File: src/rtl/inst_fetch_queue_if.sv
// Signal bundle between the fetch queue, instruction memory and the CPU IF stage.
// master = fetch queue side, slave = memory/CPU side.
interface inst_fetch_queue_if #(
  parameter int WORD_LEN = 32
);
  logic                imem_req;
  logic [WORD_LEN-1:0] imem_addr;
  logic                imem_ack;
  logic [WORD_LEN-1:0] imem_rdata;
  logic                inst_valid;
  logic                inst_ready;
  logic [WORD_LEN-1:0] inst_out;
  logic [WORD_LEN-1:0] inst_pc;
  logic                redirect;
  logic [WORD_LEN-1:0] redirect_pc;

  modport master (
    output imem_req, imem_addr, inst_valid, inst_out, inst_pc,
    input  imem_ack, imem_rdata, inst_ready, redirect, redirect_pc
  );

  modport slave (
    input  imem_req, imem_addr, inst_valid, inst_out, inst_pc,
    output imem_ack, imem_rdata, inst_ready, redirect, redirect_pc
  );
endinterface

File: src/rtl/inst_fetch_queue.sv
// Sequential instruction fetcher: one outstanding memory request, returned words
// buffered with their PCs in a small FIFO, flushed and restarted on redirect.
module inst_fetch_queue #(
  parameter int                  WORD_LEN = 32,
  parameter int                  DEPTH    = 4,
  parameter logic [WORD_LEN-1:0] RESET_PC = '0
) (
  input  logic               clk,
  input  logic               rst,
  inst_fetch_queue_if.master bus,
  output logic [1:0]         dbg_state
);
  localparam int PW = $clog2(DEPTH);
  localparam int CW = PW + 1;
  localparam logic [CW-1:0] FULL_CNT = CW'(DEPTH);

  typedef enum logic [1:0] {IDLE = 2'd0, WAIT = 2'd1, DROP = 2'd2} state_t;

  state_t              state_q, state_d;
  logic [WORD_LEN-1:0] fetch_pc_q, fetch_pc_d;
  logic [CW-1:0]       count_q, count_d;
  logic [PW-1:0]       rd_ptr_q, rd_ptr_d;
  logic [PW-1:0]       wr_ptr_q, wr_ptr_d;
  logic [WORD_LEN-1:0] inst_mem_q [DEPTH];
  logic [WORD_LEN-1:0] pc_mem_q   [DEPTH];
  logic                issue;
  logic                push;
  logic                pop;
  logic                redirect_lsb_unused;

  assign redirect_lsb_unused = ^bus.redirect_pc[1:0];

  // CPU handshake: an entry transfers on a clock edge where inst_valid and
  // inst_ready are both high; inst_valid never depends on inst_ready.
  assign bus.inst_valid = (count_q != '0) && !bus.redirect;
  assign bus.inst_out   = inst_mem_q[rd_ptr_q];
  assign bus.inst_pc    = pc_mem_q[rd_ptr_q];
  assign bus.imem_addr  = fetch_pc_q;
  assign bus.imem_req   = issue;
  assign dbg_state      = state_q;

  // Reset gates the request so nothing is issued while memory is held in reset.
  always_comb begin
    issue = rst && (state_q == IDLE) && (count_q < FULL_CNT) && !bus.redirect;
    push  = (state_q == WAIT) && bus.imem_ack && !bus.redirect;
    pop   = bus.inst_valid && bus.inst_ready;
  end

  always_comb begin
    state_d    = state_q;
    fetch_pc_d = fetch_pc_q;
    count_d    = count_q;
    rd_ptr_d   = rd_ptr_q;
    wr_ptr_d   = wr_ptr_q;

    unique case (state_q)
      IDLE:    if (issue) state_d = WAIT;
      WAIT:    if (bus.imem_ack) state_d = IDLE;
               else if (bus.redirect) state_d = DROP;
      DROP:    if (bus.imem_ack) state_d = IDLE;
      default: state_d = IDLE;
    endcase

    if (bus.redirect) begin
      count_d    = '0;
      rd_ptr_d   = '0;
      wr_ptr_d   = '0;
      fetch_pc_d = {bus.redirect_pc[WORD_LEN-1:2], 2'b00};
    end else begin
      if (push) begin
        wr_ptr_d   = wr_ptr_q + PW'(1);
        fetch_pc_d = fetch_pc_q + WORD_LEN'(4);
      end
      if (pop) rd_ptr_d = rd_ptr_q + PW'(1);
      if (push && !pop)      count_d = count_q + CW'(1);
      else if (pop && !push) count_d = count_q - CW'(1);
    end
  end

  always_ff @(posedge clk or negedge rst) begin
    if (!rst) begin
      state_q    <= IDLE;
      fetch_pc_q <= RESET_PC;
      count_q    <= '0;
      rd_ptr_q   <= '0;
      wr_ptr_q   <= '0;
      for (int i = 0; i < DEPTH; i++) begin
        inst_mem_q[i] <= '0;
        pc_mem_q[i]   <= '0;
      end
    end else begin
      state_q    <= state_d;
      fetch_pc_q <= fetch_pc_d;
      count_q    <= count_d;
      rd_ptr_q   <= rd_ptr_d;
      wr_ptr_q   <= wr_ptr_d;
      if (push) begin
        inst_mem_q[wr_ptr_q] <= bus.imem_rdata;
        pc_mem_q[wr_ptr_q]   <= fetch_pc_q;
      end
    end
  end
endmodule

File: src/flat_wrapper.sv
// flat-port wrapper written by rule: the top's interface ports become plain ports
module inst_fetch_queue_flat 
#(
  parameter int                  WORD_LEN = 32,
  parameter int                  DEPTH    = 4,
  parameter logic [WORD_LEN-1:0] RESET_PC = '0
)
  (clk, rst, dbg_state, bus_imem_req, bus_imem_addr, bus_inst_valid, bus_inst_out, bus_inst_pc, bus_imem_ack, bus_imem_rdata, bus_inst_ready, bus_redirect, bus_redirect_pc);
  inst_fetch_queue_if #(.WORD_LEN(WORD_LEN)) bus_i ();
  input  logic clk;
  input  logic rst;
  output logic [1:0] dbg_state;
  output wire logic [$bits(bus_i.imem_req)-1:0] bus_imem_req;
  output wire logic [$bits(bus_i.imem_addr)-1:0] bus_imem_addr;
  output wire logic [$bits(bus_i.inst_valid)-1:0] bus_inst_valid;
  output wire logic [$bits(bus_i.inst_out)-1:0] bus_inst_out;
  output wire logic [$bits(bus_i.inst_pc)-1:0] bus_inst_pc;
  input wire logic [$bits(bus_i.imem_ack)-1:0] bus_imem_ack;
  input wire logic [$bits(bus_i.imem_rdata)-1:0] bus_imem_rdata;
  input wire logic [$bits(bus_i.inst_ready)-1:0] bus_inst_ready;
  input wire logic [$bits(bus_i.redirect)-1:0] bus_redirect;
  input wire logic [$bits(bus_i.redirect_pc)-1:0] bus_redirect_pc;
  assign bus_imem_req = bus_i.imem_req;
  assign bus_imem_addr = bus_i.imem_addr;
  assign bus_inst_valid = bus_i.inst_valid;
  assign bus_inst_out = bus_i.inst_out;
  assign bus_inst_pc = bus_i.inst_pc;
  assign bus_i.imem_ack = bus_imem_ack;
  assign bus_i.imem_rdata = bus_imem_rdata;
  assign bus_i.inst_ready = bus_inst_ready;
  assign bus_i.redirect = bus_redirect;
  assign bus_i.redirect_pc = bus_redirect_pc;
  inst_fetch_queue #(.WORD_LEN(WORD_LEN), .DEPTH(DEPTH), .RESET_PC(RESET_PC)) u_core (.clk(clk), .rst(rst), .bus(bus_i), .dbg_state(dbg_state));
endmodule
File: config.mk
export PLATFORM = sky130hd
export DESIGN_NAME = inst_fetch_queue_flat
export DESIGN_NICKNAME = d
export VERILOG_FILES = /design/src/rtl/inst_fetch_queue_if.sv /design/src/rtl/inst_fetch_queue.sv /design/src/flat_wrapper.sv
export SDC_FILE = /design/constraint.sdc
export NUM_CORES = 1
export LEC_CHECK = 0
export CORE_ASPECT_RATIO = 0.5
export CORE_MARGIN = 2
export CORE_UTILIZATION = 30
export CTS_CLUSTER_SIZE = 10
export DETAILED_ROUTE_END_ITERATION = 10
export SETUP_SLACK_MARGIN = 0.5
export SYNTH_ARGS = -nofsm -noshare
export SYNTH_HDL_FRONTEND = slang
export SYNTH_SLANG_ARGS = --single-unit
File: constraint.sdc
create_clock -name clk -period 2.5 [get_ports clk]
set_input_delay 0.75 -clock clk [delete_from_list [all_inputs] [get_ports clk]]
set_output_delay 0.75 -clock clk [all_outputs]
set_load 0.01 [all_outputs]
==> impl_metrics.csv <==
group,metric,value,unit
floorplanning,die_x,298,microns
detailed_routing,drt_wl_total,34000,microns
pwr,peakVddDrop,0.332,mV
placement,gp_congestion,0.805,
logic_synthesis,synth-edff-count,0,
detailed_routing,vias,8404,
clock_tree,clk_pin_slew,0.06,ns
grt,grt_pass1_wl,52700,microns
pwr,power_leakage,7.79,nW
floorplanning,die-area,45100,sq um
logic_synthesis,synth_cells,874,
finish,layout_commonest_cell,"dfrtp_1",
logic_synthesis,yosys_warnings,0,
logic_synthesis,synth_seq_cells,287,
floorplanning,ioPinCount,169,
finish,multiInputGateArea,5590,sq um
grt,antenna_found_initial,2,
setup_path,arrival,2.05,ns
logic_synthesis,ys.flop_type,"dfrtp_1",
detailed_routing,route.detailed.drc,0,
finish,seq_area,7220,sq um
setup_path,critPathTopFamily,"buffers and inverters",
detailed_routing,drt_iter0_drc,438,
setup_path,crit_slowest_cell,"dfrtp_4",
grt,grt_max_degree,161,
setup_path,cp_num_buf_inv,4,
timing,slew_viol_final,0,
floorplanning,rows,53,
logic_synthesis,synth_cell_types,45,
finish,layout_common_cells,"dfrtp_1 (258), mux2_2 (251), buf_4 (67)",
timing,finalCriticalPeriod,2.80,ns
logic_synthesis,async_flop_share,1.00,
clock_tree,cts_buffers,34,
timing,finalHoldViolations,0,
pwr,p_per_area,842,nW/um^2
timing,clock_skew,0.0154,ns
timing,setup_viol,62,
grt,first_global_vias,9256,
timing,setup_slack,-0.295,ns
finish,area_growth,32.9,%
logic_synthesis,avgSynthCellArea,14.9,sq um
detailed_routing,avgRoutedWirePerCell,20.0,microns
clock_tree,tritoncts,"done",
setup_path,crit_top_cell,"buf_12",
flow_run,drv_cap,0,
worst_hold_path,hp-class,"input port to asynchronous set/reset pin",
detailed_routing,vias_per_cell,4.95,
placement,numPortBuffers,162,
setup_path,crit_type,"flip-flop to output pin",
setup_path,worstPathMaxFanout,7,
clock_tree,cts_num_sinks,287,
detailed_routing,dr.pass1.iters,4,
timing,hold_slack,0.317,ns
finish,final_net_count,1188,
detailed_routing,postRouteAntennaNets,0,
finish,fin_util,0.408,
logic_synthesis,seq_area_frac_synth,0.553,
timing,max_freq,358,MHz
outcome,status,"finished, violations left",
clock_tree,root_buffer,"clkbuf_16",
setup_path,cp_cell_sequence,"buf_12 > buf_12 > buf_16 > mux4_2 > buf_6",
grt,overflow,0,
setup_path,cp-end-kind,"output pin",
setup_path,critPathLaunchType,"flip-flop",
timing,relSlewSlack,0.419,
setup_path,slowest_delay,0.51,ns
timing,grt_setup_unrepaired,"yes",
timing,worst_pin_slew,0.872,ns
finish,drive_gt1_frac,0.522,
floorplanning,initial_core_util,0.307,
floorplanning,die_y,151,microns
setup_path,crit_required,1.75,ns
logic_synthesis,syn_area,13000,sq um
clock_tree,hold_buffers,0,
clock_tree,clk_latency,0.51,ns
floorplanning,core_area,42400,sq um
timing,period_share,1.12,
outcome,violations,"setup timing",
clock_tree,cts_buffer_depth,3,
finish,n_fill_cell,3824,
placement,dp_hpwl,21800,microns
clock_tree,htreeDepth,2,
grt,grt_util_all_layers,0.150,
==> kinds of logic (layout without fill, tap and decap cells) <==
group / count (synthesis) / after routing / share of synthesized area
multiplexers: 316 / 316 / 0.327
flip-flops: 287 / 287 / 0.553
AND/OR/NAND/NOR: 124 / 125 / 0.0536
buffers and inverters: 76 / 316 / 0.0260
AO/OA/AOI/OAI: 50 / 50 / 0.0242
XOR/XNOR: 14 / 14 / 0.00944
adder cells (fa/ha/maj): 6 / 6 / 0.00636
other: 1 / 6 / 0.000289
==> stage by stage <==
stage	std cells	power [mW]	area [sq um]	setup TNS (ns)	setup slack, ns
2_1_floorplan	877	7.88	13100	0	0.355
3_3_place_gp	1603	9.87	15700	-10.10	-0.415
3_5_place_dp	1603	10.0	15700	-13.29	-0.379
4_1_cts	1690	14.6	17100	-12.89	-0.316
5_1_grt	1697	15.2	17300	-14.95	-0.350
6_report	1697	14.5	17300	-11.39	-0.295
==> path summary, 6_finish.rpt <==
path                                      from                        to  slack, ns  depth (start not counted)
setup / recovery            u_core.rd_ptr_q[0]          bus_inst_out[30]      -0.30                          5
setup reg to reg             u_core.count_q[2]         u_core.count_q[2]       0.45                          9
max in group asynchronous                  rst  u_core.bus.imem_addr[26]       0.90                          3
hold / removal                             rst    u_core.inst_mem_q[121]       0.32                          2
hold reg to reg            u_core.pc_mem_q[38]       u_core.pc_mem_q[38]       0.50                          1
min in group clk           u_core.pc_mem_q[38]       u_core.pc_mem_q[38]       0.50                          1
==> repair_timing <==
action	4_1_cts	5_1_grt
pin swaps	7	8
buffers inserted	44	4
resized for setup	414	29
endpoints found under the setup margin	345	82
cloned	2	1
==> area by class of cell <==
type	count	share of cell area
sequential	287	0.418
multi-input combinational	515	0.323
timing repair buffer	268	0.163
clock buffer	40	0.0518
tap	577	0.0418
inverter	7	0.00152
clock inverter	1	0.000507
antenna	2	0.000290
==> Yosys cell counts (3+ instances only) <==
library cell  number  share of area
and2_1             4         0.0019
xor2_1             8         0.0054
mux2i_1            3         0.0023
ha_1               5         0.0048
dfrtp_1          287           0.55
nand2_1           30         0.0087
or4_1             16         0.0092
buf_4              4         0.0023
mux2_2           251           0.22
clkbuf_1          41          0.012
buf_1              4         0.0012
nor2_1            28         0.0081
inv_1              6         0.0017
nand4_1           10         0.0048
nor3_1             3         0.0012
xnor2_1            6         0.0040
o31ai_1           15         0.0087
and4_1             3         0.0020
mux4_2            62           0.11
buf_2             16         0.0062
nand3_1           11         0.0042
o21ai_0           14         0.0054
a31oi_1           17         0.0082
==> registers in the layout, summed over array words and instances, names as in the netlist <==
register              count
u_core.pc_mem_q         120
u_core.count_q            3
u_core.inst_mem_q       128
u_core.dbg_state          2
u_core.bus.imem_addr     30
u_core.rd_ptr_q           2
u_core.wr_ptr_q           2
==> metal layers <==
layer / wire (microns) / GRT usage / vias up
met5: 0 / 0 / -
li1: - / - / 3718
met4: 1080 / 0.0560 / 0
met2: 18400 / 0.283 / 144
met3: 1010 / 0.0244 / 70
met1: 13500 / 0.173 / 4472
==> power breakdown <==
part / switching (mW) / internal [mW] / leakage (nW) / total (mW)
Sequential: 0.366 / 5.37 / 3.77 / 5.74
Combinational: 1.82 / 2.70 / 3.58 / 4.52
Clock: 1.79 / 2.49 / 0.442 / 4.28
Power figures use the tool's default switching activity.
